$ cat src/rtl/switch_debounce.sv
`default_nettype none
// ============================================================================
//  Module   : switch_debounce
//  Purpose  : Conditions raw, asynchronous DIP-switch pins for the LED and
//             display logic. Every bit goes through a two-flop synchronizer
//             and then its own debounce state machine with a private counter.
//             The block produces clean levels and one-cycle rise/fall strobes.
//
//  Ports    : clk      in   1      system clock (HSOSC-derived 48 MHz)
//             reset_n  in   1      asynchronous active-low reset
//             s_raw    in   WIDTH  raw switch pins, asynchronous to clk
//             s_clean  out  WIDTH  debounced switch levels
//             s_rise   out  WIDTH  one-cycle pulse when s_clean goes 0->1
//             s_fall   out  WIDTH  one-cycle pulse when s_clean goes 1->0
//             changed  out  1      one-cycle pulse, OR of all rise|fall bits
//
//  Params   : WIDTH            number of switch bits
//             DEBOUNCE_CYCLES  cycles sync2 must differ from s_clean before
//                              the new level is accepted (>= 2)
//             CNT_W            counter width, 2**CNT_W > DEBOUNCE_CYCLES
//
//  Revision : 1.0  initial release
// ============================================================================
module switch_debounce #(
   parameter int WIDTH           = 4,
   parameter int DEBOUNCE_CYCLES = 240000,
   parameter int CNT_W           = 18
) (
   input  logic             clk,
   input  logic             reset_n,
   input  logic [WIDTH-1:0] s_raw,
   output logic [WIDTH-1:0] s_clean,
   output logic [WIDTH-1:0] s_rise,
   output logic [WIDTH-1:0] s_fall,
   output logic             changed
);

   // Terminal count: a commit happens on the edge after cnt reaches it.
   localparam logic [CNT_W-1:0] CNT_LAST = CNT_W'(DEBOUNCE_CYCLES - 1);

   typedef enum logic [0:0] {
      ST_STABLE   = 1'b0,
      ST_SETTLING = 1'b1
   } state_t;

   // -------------------------------------------------------------------------
   // Two-flop synchronizer. Only sync2 is used by the debounce logic.
   // -------------------------------------------------------------------------
   logic [WIDTH-1:0] sync1_q, sync1_d;
   logic [WIDTH-1:0] sync2_q, sync2_d;

   always_comb begin
      sync1_d = s_raw;
      sync2_d = sync1_q;
   end

   always_ff @(posedge clk or negedge reset_n) begin
      if (!reset_n) begin
         sync1_q <= '0;
         sync2_q <= '0;
      end else begin
         sync1_q <= sync1_d;
         sync2_q <= sync2_d;
      end
   end

   // Next-cycle strobe values of every bit, gathered for the changed OR.
   logic [WIDTH-1:0] rise_d_vec;
   logic [WIDTH-1:0] fall_d_vec;

   // -------------------------------------------------------------------------
   // Per-bit debounce state machines, fully independent of each other.
   // -------------------------------------------------------------------------
   generate
      for (genvar i = 0; i < WIDTH; i++) begin : g_bit
         state_t           state_q, state_d;
         logic [CNT_W-1:0] cnt_q,   cnt_d;
         logic             clean_q, clean_d;
         logic             rise_q,  rise_d;
         logic             fall_q,  fall_d;

         always_comb begin
            state_d = state_q;
            cnt_d   = cnt_q;
            clean_d = clean_q;
            rise_d  = 1'b0;
            fall_d  = 1'b0;

            case (state_q)
               ST_STABLE: begin
                  // Counter is parked at zero while the level agrees.
                  cnt_d = '0;
                  if (sync2_q[i] != clean_q) begin
                     state_d = ST_SETTLING;
                  end
               end

               ST_SETTLING: begin
                  if (sync2_q[i] == clean_q) begin
                     // Bounce reverted before the window elapsed.
                     state_d = ST_STABLE;
                     cnt_d   = '0;
                  end else if (cnt_q == CNT_LAST) begin
                     // Held long enough: accept the new level. The strobe
                     // is registered alongside s_clean so both show in the
                     // same cycle.
                     clean_d = sync2_q[i];
                     rise_d  = sync2_q[i];
                     fall_d  = ~sync2_q[i];
                     state_d = ST_STABLE;
                     cnt_d   = '0;
                  end else begin
                     // Cannot pass CNT_LAST, so the counter never wraps.
                     cnt_d = cnt_q + 1'b1;
                  end
               end

               default: begin
                  state_d = ST_STABLE;
                  cnt_d   = '0;
               end
            endcase
         end

         always_ff @(posedge clk or negedge reset_n) begin
            if (!reset_n) begin
               state_q <= ST_STABLE;
               cnt_q   <= '0;
               clean_q <= 1'b0;
               rise_q  <= 1'b0;
               fall_q  <= 1'b0;
            end else begin
               state_q <= state_d;
               cnt_q   <= cnt_d;
               clean_q <= clean_d;
               rise_q  <= rise_d;
               fall_q  <= fall_d;
            end
         end

         assign s_clean[i]    = clean_q;
         assign s_rise[i]     = rise_q;
         assign s_fall[i]     = fall_q;
         assign rise_d_vec[i] = rise_d;
         assign fall_d_vec[i] = fall_d;
      end
   endgenerate

   // -------------------------------------------------------------------------
   // Aggregate change strobe: one pulse even when several bits commit on
   // the same edge.
   // -------------------------------------------------------------------------
   logic changed_q, changed_d;

   always_comb begin
      changed_d = |(rise_d_vec | fall_d_vec);
   end

   always_ff @(posedge clk or negedge reset_n) begin
      if (!reset_n) begin
         changed_q <= 1'b0;
      end else begin
         changed_q <= changed_d;
      end
   end

   assign changed = changed_q;

endmodule
`default_nettype wire

$ cat config.mk
export PLATFORM = sky130hd
export DESIGN_NAME = switch_debounce
export DESIGN_NICKNAME = d
export VERILOG_FILES = /design/src/rtl/switch_debounce.sv
export SDC_FILE = /design/constraint.sdc
export NUM_CORES = 1
export LEC_CHECK = 0
export CORE_ASPECT_RATIO = 0.6
export CORE_UTILIZATION = 50
export CTS_CLUSTER_SIZE = 20
export DETAILED_ROUTE_END_ITERATION = 7
export GPL_TIMING_DRIVEN = 0
export PLACE_DENSITY_LB_ADDON = 0.12
export SLEW_MARGIN = 20
export SYNTH_ARGS = -nofsm -noshare
export SYNTH_HDL_FRONTEND = slang
export SYNTH_SLANG_ARGS = --single-unit
$ cat constraint.sdc
create_clock -name clk -period 2.3 [get_ports clk]
set_input_delay 0.345 -clock clk [delete_from_list [all_inputs] [get_ports clk]]
set_output_delay 0.345 -clock clk [all_outputs]
set_load 0.02 [all_outputs]
; After elaboration in Yosys (flattened, before gate mapping)
; Cells that the tools add are included.
[totals]
inputBits = 6
out_inout_bits = 13
ff_bits = 97
[classes]
n_bitwise = 13
addsub = 4
reduce_logical = 5
eq_ne = 12
n_mux = 52
[ops]
columns = operator, n
row1 = 2-to-1 mux 18 bit, 8
row2 = case mux 18 bit (2 select lines), 4
row3 = adder 18 x 1 -> 18 bit (second input constant), 4
row4 = == test 18 bit (second input constant), 4
row5 = 2-to-1 mux 1 bit, 36
row6 = inverter 1 bit, 12
row7 = AND reduction 3 bit, 4
row8 = case mux 1 bit (2 select lines), 4
row9 = == test 1 bit, 4
row10 = != test 1 bit, 4
row11 = OR 4 bit, 1
row12 = OR reduction 4 bit, 1

; Longest topological paths before layout
[logic_depth]
depth_word = 6
depth_mapped = 8
depth_no_buf = 6

; Worst setup path after synthesis
; Ideal clock, no wire load.
[synth_timing]
path_type = register to register
start = reg g_bit[2].cnt_q[10]
end = reg g_bit[2].clean_q
stages_incl_launch_ff = 5
path_slack_ps = -12
t_required_ps = 2175
synth_period_minus_slack_ps = 2312
arrival_time_ps = 2186
setup_time_ps = 125
path_cell_list = dfrtp_1 or4b_1 or4_4 or4_4 mux2_4
[synth_between]
elab_chain_len = 2
[synth_rtl]
columns = element, line_no
row1 = "start, declared", 77  ; logic [CNT_W-1:0] cnt_q, cnt_d;
row2 = "start signal, assigned", 134  ; cnt_q <= cnt_d;
row3 = == test 18 bit, 103  ; end else if (cnt_q == CNT_LAST) begin
row4 = AND reduction 3 bit (no line), -
row5 = "end signal, assigned", 135  ; clean_q <= clean_d;
row6 = "end, declared", 78  ; logic clean_q, clean_d;
; No other way between the ends.
; A chain may end at the register's enable or synchronous reset.

; Worst setup path in the final report
[layout_timing]
start = reg g_bit[2].cnt_q[9]
end = reg g_bit[2].clean_q
; The elaborated chain is that of the path after synthesis.

==> impl_metrics.yaml <==
synth:
  synth_area_sq_mm: 0.00438
  synth-xor-area-share_pct: 13.4
  synth_top_family_by_area: "simple AND/OR/NAND/NOR gates"
  yosysWarnings: 0
  synth-compound-area-share_pct: 0.742
  synthTopCellsByArea: "dfrtp_1, xor2_1, nor2_1, xnor2_1, nand3_1"
  synthArstFlopShare_pct: 100
  yosysTopAreaCellShare_pct: 55.4
  seq_area_frac_synth_pct: 55.4
  synth_cell_types: 33
  synth.net_count: 433
  synth_cells: 423
  synthSimpleGateAreaFrac_pct: 24.9
  muxShareOfSynthArea_pct: 1.11
  synth_edf_count: 0
  synth_top_flop_cell: "dfrtp_1"
  synth_top_area_cell: "dfrtp_1"
  synthAdderAreaFrac_pct: 1.14
  postSynthAreaPerCell_sq_um: 10.4
  synth_seq_cells: 97
clocking:
  cts_made_buffers: 9
  cts_tree: "yes"
  cts.sinks: 97
  cts_root_buf: "clkbuf_16"
  worst_skew_pair.late_latency_ns: 0.34
  h-tree-depth: 3
  clk_pin_slew_ns: 0.07
  ctsLongestPathBuffers: 2
sta:
  finalHoldViolations: 0
  fin_hold_ws_ns: 0.353
  finalClockSkew_ns: 0.00515
  setup_viol: 0
  fmax_ghz: 0.437
  fin_crit_ns: 2.29
  slew_viol_final: 0
  slew_headroom_pct: 54.5
  finalCritPeriodShare_pct: 99.6
  worstMarginPinSlew_ns: 0.676
  rsz0062_at_grt: "yes"
critical_path:
  end_kind: "register"
  required_ns: 2.53
  cp-start-kind: "register"
  worstReg2RegEnd: "g_bit[2].clean_q"
  criticalPathCategory: "register to register"
  rr_worst_depth: 4
  crit_fanout: 5
  rrSetupSlack_ns: 0.009
  r2r_start: "g_bit[2].cnt_q[9]"
  cp.arrival_ns: 2.52
floorplan:
  core_sq_mm: 0.00849
  start_util_pct: 51.6
  rows: 26
  die_w_um: 123
  ios: 19
  die_area_sq_mm: 0.00916
  die_height_um: 74.5
detailed_routing:
  ant_nets: 0
  vias: 2955
  remaining_drc_errors: 0
  drtIter0Drc: 116
  post_drt_via_cell_ratio: 5.18
  wl_per_cell_um: 14.0
  detail_route.first_pass.iterations: 5
  drt-total-wl_um: 7970
final_layout:
  n_antenna_cell: 0
  nets: 465
  fill_cells: 717
  drive_gt1_share_pct: 9.37
  post-route-cell-area_sq_mm: 0.00505
  area_delta_synth_final_pct: 15.3
global_route:
  grt_max_degree: 71
  grt_pass1_vias: 2792
  grt_pass1_wl_um: 13300
  grt-ovfl-total: 0
  antenna_found_initial: 0
  grt_usage_pct: 19.4
power_and_ir_drop:
  seqPwrFrac_pct: 53.2
  switching_share_pct: 20.9
  p_comb_share_pct: 3.0
  total_power_mw: 3.27
  power.leakage_nw: 2.12
  pwr-share-clk_pct: 43.8
  p_int_mw: 2.59
  power_density_mw_per_mm2: 647
  power_switching_mw: 0.683
  ir_drop_uv: 409
placement:
  dp_hpwl_um: 5460
  io_buffers: 18
  place_congestion: 0.793
  placed_area_sq_mm: 0.00473
worst_hold_path:
  min_path_cells: 0
  hp-class: "register to register"
  hold_path_end: "sync2_q[0]"
  hp-start: "sync1_q[0]"
job:
  maxCapViolations: 0
run_status:
  outcome: "completed"
[layout make-up]
cell class / instances / area [sq um] / share of cell area (%)
flip-flops and latches: 97 / 2430 / 48.0
multi-input cells: 299 / 1820 / 36.0
repair buffers: 23 / 241 / 4.78
clock buffers: 11 / 233 / 4.60
well taps: 112 / 140 / 2.77
plain buffers: 16 / 115 / 2.28
clock inverters: 4 / 45.0 / 0.891
inverters: 9 / 33.8 / 0.668
[sequential cells by signal, indices dropped and copies added (netlist names)]
register / flops
sync2_q: 4
g_bit.state_q: 4
g_bit.fall_q: 4
changed: 1
g_bit.clean_q: 4
g_bit.rise_q: 4
g_bit.cnt_q: 72
sync1_q: 4
[through the flow]
stage | setup TNS (ns) | utilization, % | worst slack, ns | cells
2_1_floorplan | 0 | - | 0.0977 | 423
3_3_place_gp | -270.85 | 55.4 | -2.77 | 553
3_5_place_dp | -3.58 | 55.7 | -0.176 | 554
4_1_cts | 0 | 59.3 | 0.00404 | 569
5_1_grt | -0.0384 | 59.5 | -0.0384 | 571
6_report | 0 | 59.5 | 0.00928 | 571
[metal layers]
metal | GRT usage [%] | wire length, um | vias to the layer above
met3 | 5.75 | 265 | 21
met5 | 0 | 0 | -
met2 | 28.7 | 3410 | 46
li1 | - | - | 1474
met4 | 7.05 | 152 | 0
met1 | 27.1 | 4140 | 1414
[cells by family (layout without fill, tap and decap cells)]
family / count (synthesis) / count (layout)
fa+ha+maj: 4 / 4
mux: 4 / 4
flops: 97 / 97
simple gates: 220 / 220
buf+inv: 27 / 63
compound gates: 4 / 4
xor+xnor: 67 / 67
[critical path: stages, from the launching register on]
cell and delay (ns):
dfrtp_1 0.43, or4b_1 0.51, or4_4 0.46, or4_4 0.47
mux2_4 0.31
[how the worst max path moves through the flow]
stage	startpoint	to	slack (ns)	cells past startpoint
after global placement	reset_n	g_bit[1].cnt_q[1]	-2.77	1
after global routing	g_bit[2].cnt_q[9]	g_bit[2].clean_q	-0.04	4
after CTS	g_bit[2].cnt_q[10]	g_bit[2].clean_q	0.004	4
after floorplan	g_bit[2].cnt_q[10]	g_bit[2].cnt_q[10]	0.1	5
final	g_bit[2].cnt_q[9]	g_bit[2].clean_q	0.009	4
after detailed placement	g_bit[2].cnt_q[10]	g_bit[2].cnt_q[13]	-0.18	5
[cells in the mapped netlist (6+ instances only)]
library cell / number
dfrtp_1: 97
nor2_1: 85
xor2_1: 43
nand3_1: 36
nand2_1: 28
xnor2_1: 24
nand4_1: 18
buf_4: 12
inv_1: 9
nor3_1: 9
nor3b_1: 9
nor4_1: 6
[cells in the final DEF, fill, tap and decap left out, types with 2 or more instances in the layout]
| cell type | count |
|---|---|
| nand3_1 | 36 |
| nor4_1 | 6 |
| or4_4 | 2 |
| and2_1 | 5 |
| clkbuf_1 | 3 |
| clkinv_2 | 3 |
| nand4_1 | 18 |
| dfrtp_1 | 97 |
| nor3_1 | 9 |
| nand2_1 | 28 |
| nor4b_1 | 2 |
| xnor2_1 | 24 |
| nor3b_1 | 9 |
| buf_6 | 2 |
| clkbuf_16 | 9 |
| and3_1 | 5 |
| inv_1 | 9 |
| clkbuf_2 | 2 |
| or2_2 | 3 |
| and4_1 | 5 |
| xor2_1 | 43 |
| nor2_1 | 85 |
| or4_1 | 2 |
| ha_1 | 4 |
| buf_4 | 15 |
| clkdlybuf4s50_1 | 17 |
| mux2_2 | 3 |
[repair_timing]
item | in CTS | in global routing
resized for setup | 4 | 1
pin swaps | 1 | 1
hold buffers | 1 | 0
hold endpoints to repair | 27 | 0
buffers inserted | 0 | 3
setup endpoints to repair | 30 | 20
[power by group through the flow]
stage | clock [mW] | combinational (mW) | sequential [mW]
5_1_grt | 1.53 | 0.112 | 1.74
6_report | 1.43 | 0.0968 | 1.74
2_1_floorplan | 0 | 0.0353 | 1.77
3_5_place_dp | 0 | 0.0947 | 1.77
4_1_cts | 1.47 | 0.0984 | 1.74
3_3_place_gp | 0 | 0.0884 | 1.77
No activity file was read; power rests on OpenSTA's default activity.
